<file path="config.mk">
export PLATFORM = sky130hd
export DESIGN_NAME = frame_buffer_arbiter
export DESIGN_NICKNAME = d
export VERILOG_FILES = /design/src/rtl/frame_buffer_arbiter.sv
export SDC_FILE = /design/constraint.sdc
export NUM_CORES = 1
export LEC_CHECK = 0
export CELL_PAD_IN_SITES_DETAIL_PLACEMENT = 0
export CELL_PAD_IN_SITES_GLOBAL_PLACEMENT = 1
export CORE_ASPECT_RATIO = 0.7
export CORE_MARGIN = 4
export CORE_UTILIZATION = 24
export DETAILED_ROUTE_END_ITERATION = 10
export GPL_ROUTABILITY_DRIVEN = 0
export PLACE_DENSITY_LB_ADDON = 0.3
export REMOVE_ABC_BUFFERS = 1
export SLEW_MARGIN = 5
export SYNTH_ARGS = -nofsm -noshare
export SYNTH_HDL_FRONTEND = slang
export SYNTH_SLANG_ARGS = --single-unit
</file>
<file path="constraint.sdc">
create_clock -name clk_100Mhz -period 2.34 [get_ports clk_100Mhz]
set_input_delay 0.468 -clock clk_100Mhz [delete_from_list [all_inputs] [get_ports clk_100Mhz]]
set_output_delay 0.468 -clock clk_100Mhz [all_outputs]
set_load 0.02 [all_outputs]
</file>
<file path="src/rtl/frame_buffer_arbiter.sv">
// Triple-buffer arbiter: hands DDR frame base addresses to a writer and a reader.
// Writer fills W, reader shows R, the spare S = 3-W-R carries the newest complete frame.
module frame_buffer_arbiter #(
   parameter logic [31:0] BASE_ADDR   = 32'h1000_0000,
   parameter logic [31:0] FRAME_BYTES = 32'h0009_6000
) (
   input  logic        clk_100Mhz,
   input  logic        rst,
   input  logic        wr_frame_start,
   input  logic        wr_frame_done,
   input  logic        rd_frame_start,
   output logic [31:0] wr_base_addr,
   output logic [31:0] rd_base_addr,
   output logic [1:0]  wr_buf_idx,
   output logic [1:0]  rd_buf_idx,
   output logic        rd_valid,
   output logic        wr_active,
   output logic [15:0] drop_cnt,
   output logic [15:0] repeat_cnt
);

   typedef enum logic {
      ST_IDLE   = 1'b0,
      ST_ACTIVE = 1'b1
   } state_t;

   state_t      r_state;
   state_t      w_state_n;
   logic [1:0]  r_w;
   logic [1:0]  r_r;
   logic        r_fresh;
   logic        r_rd_valid;
   logic        r_wr_active;
   logic [15:0] r_drop_cnt;
   logic [15:0] r_repeat_cnt;
   logic [31:0] r_wr_addr;
   logic [31:0] r_rd_addr;

   logic        w_done_acc;
   logic [1:0]  w_w_n;
   logic [1:0]  w_r_n;
   logic        w_fresh_n;
   logic        w_rd_valid_n;
   logic [15:0] w_drop_n;
   logic [15:0] w_repeat_n;

   function automatic logic [31:0] f_addr(input logic [1:0] idx);
      logic [31:0] v_idx;
      v_idx  = {30'd0, idx};
      f_addr = BASE_ADDR + v_idx * FRAME_BYTES;
   endfunction

   function automatic logic [15:0] f_sat_inc(input logic [15:0] v);
      f_sat_inc = (v == 16'hFFFF) ? v : v + 16'd1;
   endfunction

   // W and R are always distinct values in 0..2, so the spare never wraps.
   function automatic logic [1:0] f_spare(input logic [1:0] w, input logic [1:0] r);
      f_spare = 2'd3 - w - r;
   endfunction

   assign w_done_acc = wr_frame_done && (r_state == ST_ACTIVE);

   always_comb begin
      w_state_n    = r_state;
      w_w_n        = r_w;
      w_r_n        = r_r;
      w_fresh_n    = r_fresh;
      w_rd_valid_n = r_rd_valid;
      w_drop_n     = r_drop_cnt;
      w_repeat_n   = r_repeat_cnt;

      case (r_state)
         ST_IDLE:   if (wr_frame_start) w_state_n = ST_ACTIVE;
         ST_ACTIVE: if (w_done_acc && !wr_frame_start) w_state_n = ST_IDLE;
         default:   w_state_n = ST_IDLE;
      endcase

      // Completed write is published first, so a simultaneous read picks it up.
      if (w_done_acc) begin
         w_w_n     = f_spare(r_w, r_r);
         w_fresh_n = 1'b1;
         if (r_fresh) w_drop_n = f_sat_inc(r_drop_cnt);
      end

      if (rd_frame_start) begin
         if (w_fresh_n) begin
            w_r_n        = f_spare(w_w_n, r_r);
            w_fresh_n    = 1'b0;
            w_rd_valid_n = 1'b1;
         end else if (r_rd_valid) begin
            w_repeat_n = f_sat_inc(r_repeat_cnt);
         end
      end
   end

   always_ff @(posedge clk_100Mhz) begin
      if (rst) begin
         r_state      <= ST_IDLE;
         r_w          <= 2'd0;
         r_r          <= 2'd1;
         r_fresh      <= 1'b0;
         r_rd_valid   <= 1'b0;
         r_wr_active  <= 1'b0;
         r_drop_cnt   <= 16'd0;
         r_repeat_cnt <= 16'd0;
         r_wr_addr    <= f_addr(2'd0);
         r_rd_addr    <= f_addr(2'd1);
      end else begin
         r_state      <= w_state_n;
         r_w          <= w_w_n;
         r_r          <= w_r_n;
         r_fresh      <= w_fresh_n;
         r_rd_valid   <= w_rd_valid_n;
         r_wr_active  <= (w_state_n == ST_ACTIVE);
         r_drop_cnt   <= w_drop_n;
         r_repeat_cnt <= w_repeat_n;
         r_wr_addr    <= f_addr(w_w_n);
         r_rd_addr    <= f_addr(w_r_n);
      end
   end

   assign wr_base_addr = r_wr_addr;
   assign rd_base_addr = r_rd_addr;
   assign wr_buf_idx   = r_w;
   assign rd_buf_idx   = r_r;
   assign rd_valid     = r_rd_valid;
   assign wr_active    = r_wr_active;
   assign drop_cnt     = r_drop_cnt;
   assign repeat_cnt   = r_repeat_cnt;

endmodule

</file>
==> impl_metrics.py <==
metrics = {
    "logic_synthesis": {
        "syn_area_um2": 2650,
        "synth_cell_type_count": 48,
        "async_reset_ff_share_pct": 0,
        "synth.largest_area_cell": "dfxtp_1",
        "synthFlopType": "dfxtp_1",
        "synth.yosys.warnings": 0,
        "synth_top_cell_area_share_pct": 35.5,
        "synthesized_flop_and_latch_total": 47,
        "synth-edff-count": 0,
        "seq_area_frac_synth_pct": 35.5,
        "synth.area.top_cells": "dfxtp_1, buf_4, nor2_1, xor2_1, xnor2_1",
        "avgSynthCellArea_um2": 8.80,
        "syn_inst": 301,
    },
    "clock_tree": {
        "cts_max_path_buffers": 2,
        "clk_latency_ns": 0.29,
        "clkSlewWorstSetupHoldPaths_ns": 0.07,
        "htree_num_levels": 2,
        "numClockSinks": 47,
        "post-cts-setup-buffers": 0,
        "clock-root-buffer": "clkbuf_16",
        "postCtsResizedCells": 0,
        "holdBufCountCts": 0,
        "tritoncts": "yes",
        "numCtsBuffers": 5,
    },
    "power_and_ir_drop": {
        "cellPowerDensity_nw_per_um2": 527,
        "ir_worst_vdd_uv": 219,
        "static-leakage-power_uw": 0.00130,
    },
    "die": {
        "dieHeight_um": 95.9,
        "core_region_um2": 10600,
        "fp-row-count": 31,
        "die_w_um": 134,
        "die-area_um2": 12800,
        "io_pins": 107,
        "initial_utilization_pct": 25.1,
    },
    "detailed_routing": {
        "drt_iter0_markers": 73,
        "vias": 2033,
        "routed_wl_mm": 6.19,
        "detail_route.wl_per_cell_um": 12.2,
        "final_antenna_net_count": 0,
        "vias_per_cell": 4.01,
        "dr.pass1.iters": 4,
        "drcViolationCount": 0,
    },
    "critical_path": {
        "critical_path_class": "in -> reg",
        "worstPathRequired_ns": 2.52,
        "setup.worst_path.start_class": "primary input",
        "crit_path_end_kind": "flop",
        "cp_data_arrival_time_ns": 2.25,
        "critPathMaxFanout": 5,
    },
    "placed_design": {
        "post-dp-hpwl_mm": 4.73,
        "io_buffers": 58,
        "placedCellCount": 499,
    },
    "grt": {
        "grt_start_max_net_pins": 25,
        "grt_antenna_before_repair": 0,
        "wire_length_of_the_first_global_routing_pass_mm": 9.78,
        "grt_pass1_vias": 1877,
        "overflow": 0,
        "grt_util_all_layers_pct": 9.55,
    },
    "sta": {
        "clock.fmax_mhz": 482,
        "finalCriticalPeriod_ns": 2.08,
        "rsz0062_at_grt": "false",
        "report.final.slew_viol_count": 0,
        "tightestPinTransition_ns": 0.548,
        "final_cycle_share_pct": 88.7,
        "worst_clock_skew_ns": 0.0118,
        "setup_viol_count_final": 0,
        "slew_headroom_pct": 63.3,
        "hold_violations_final": 0,
    },
    "final_layout": {
        "diodes": 0,
        "finish.cell_count_without_fillers": 507,
        "synthToLayoutAreaGrowth_pct": 27.1,
        "num-fill-cells": 1105,
        "final_core_util_pct": 31.9,
        "finish.net_count": 371,
        "drive_gt1_share_pct": 8.36,
    },
    "flow_run": {
        "cap_violations": 0,
    },
    "status": {
        "outcome": "complete, no violations",
    },
    "hold_path": {
        "holdCritPathClass": "reg -> reg",
    },
}
-- synthesized netlist by cell type, types with 2 or more instances --
| library cell | count |
|---|---|
| nor3_1 | 6 |
| nor4b_2 | 2 |
| and3_2 | 3 |
| or3_1 | 3 |
| and2_1 | 3 |
| xor2_1 | 15 |
| xnor2_1 | 14 |
| clkbuf_1 | 6 |
| ha_1 | 8 |
| a21oi_1 | 9 |
| nor2_1 | 37 |
| or2_2 | 2 |
| nor3b_1 | 2 |
| and3_1 | 5 |
| buf_4 | 56 |
| nand3_1 | 10 |
| o2111ai_1 | 6 |
| and4_1 | 2 |
| inv_1 | 6 |
| dfxtp_1 | 47 |
| o21ai_0 | 6 |
| nand2b_1 | 2 |
| nand4_1 | 6 |
| nand2_1 | 12 |
| o211ai_1 | 3 |
| conb_1 | 2 |
| nor2b_1 | 7 |
-- layout make-up --
class                           count  area, um^2  area share (%)
Tap cell                          148         185            5.50
Clock inverter                      1        8.76           0.260
Clock buffer                        7         143            4.24
Timing Repair Buffer               68         668            19.9
Multi-Input combinational cell    230        1400            41.5
Inverter                            6        22.5           0.669
Sequential cell                    47         941            28.0
-- cells by family after synthesis --
| group | synth area share [%] |
|---|---|
| buffers and inverters | 18.2 |
| and+or+nand+nor | 23.5 |
| adders and majority gates | 3.78 |
| other | 0.284 |
| xor gates and xnor gates | 9.59 |
| muxes | 0.378 |
| AOI/OAI and AO/OA | 8.70 |
| DFF | 35.5 |
-- stage by stage --
| stage | hold WS (ns) | power, uW | instance area [um^2] | setup slack (ns) | TNS [ns] |
|---|---|---|---|---|---|
| detailed placement | 0.516 | 1060 | 3210 | -0.0518 | -0.0518 |
| global placement | 0.505 | 1060 | 3210 | 0.0324 | 0 |
| CTS | 0.528 | 1800 | 3370 | 0.258 | 0 |
| global route | 0.559 | 1860 | 3370 | 0.150 | 0 |
| floorplan | 0.537 | 970 | 2360 | 0.00567 | 0 |
| finish | 0.524 | 1770 | 3370 | 0.263 | 0 |
-- sequential cells by signal (all words and copies together), names as in the netlist --
register      count
repeat_cnt       16
rd_base_addr      5
rd_valid          1
wr_base_addr      5
r_fresh           1
drop_cnt         16
wr_buf_idx        1
wr_active         1
rd_buf_idx        1
-- cell usage in the layout, fill, tap and decap left out, types with 6 or more instances in the layout --
cell             synthesis  final
clkdlybuf4s50_1          0     58
conb_1                   2     48
dfxtp_1                 47     47
nor2_1                  37     37
xor2_1                  15     15
xnor2_1                 14     14
nand2_1                 12     12
nand3_1                 10     10
a21oi_1                  9      9
buf_4                   56      9
ha_1                     8      8
nor2b_1                  7      7
o21ai_0                  6      6
inv_1                    6      6
nand4_1                  6      6
o2111ai_1                6      6
nor3_1                   6      6
-- worst max-delay path, cell delays in order --
cell and delay [ns]:
clkdlybuf4s50_1 0.48, nand2_1 0.16, o21ai_0 0.09, and3b_1 0.18
a211oi_1 0.30, ha_1 0.29, or2_2 0.27
-- path summary, 6_finish.rpt --
path                            slack, ns           from               end  cells past startpoint
worst max-delay path                 0.26  wr_frame_done  rd_base_addr[14]                      7
worst min-delay path                 0.52    drop_cnt[1]       drop_cnt[1]                      2
worst max register to register       0.33  rd_buf_idx[0]  rd_base_addr[14]                      6
worst min register to register       0.52    drop_cnt[1]       drop_cnt[1]                      2
-- per-layer routing --
metal  global-route usage (%)  wire length, um  vias to the layer above  part of all wire [%]
met5                        0                0                        -                     0
met4                     2.65               93                        0                   1.5
met3                     2.77              391                        6                   6.3
met2                     13.0             2420                       69                    39
met1                     14.4             3280                      925                    53
li1                         -                -                     1033                     -
-- report_power, final --
part	switching, uW	internal, uW
Clock	304	428
Sequential	15.3	814
Combinational	144	68.8
(Power assumes the default switching activity.)
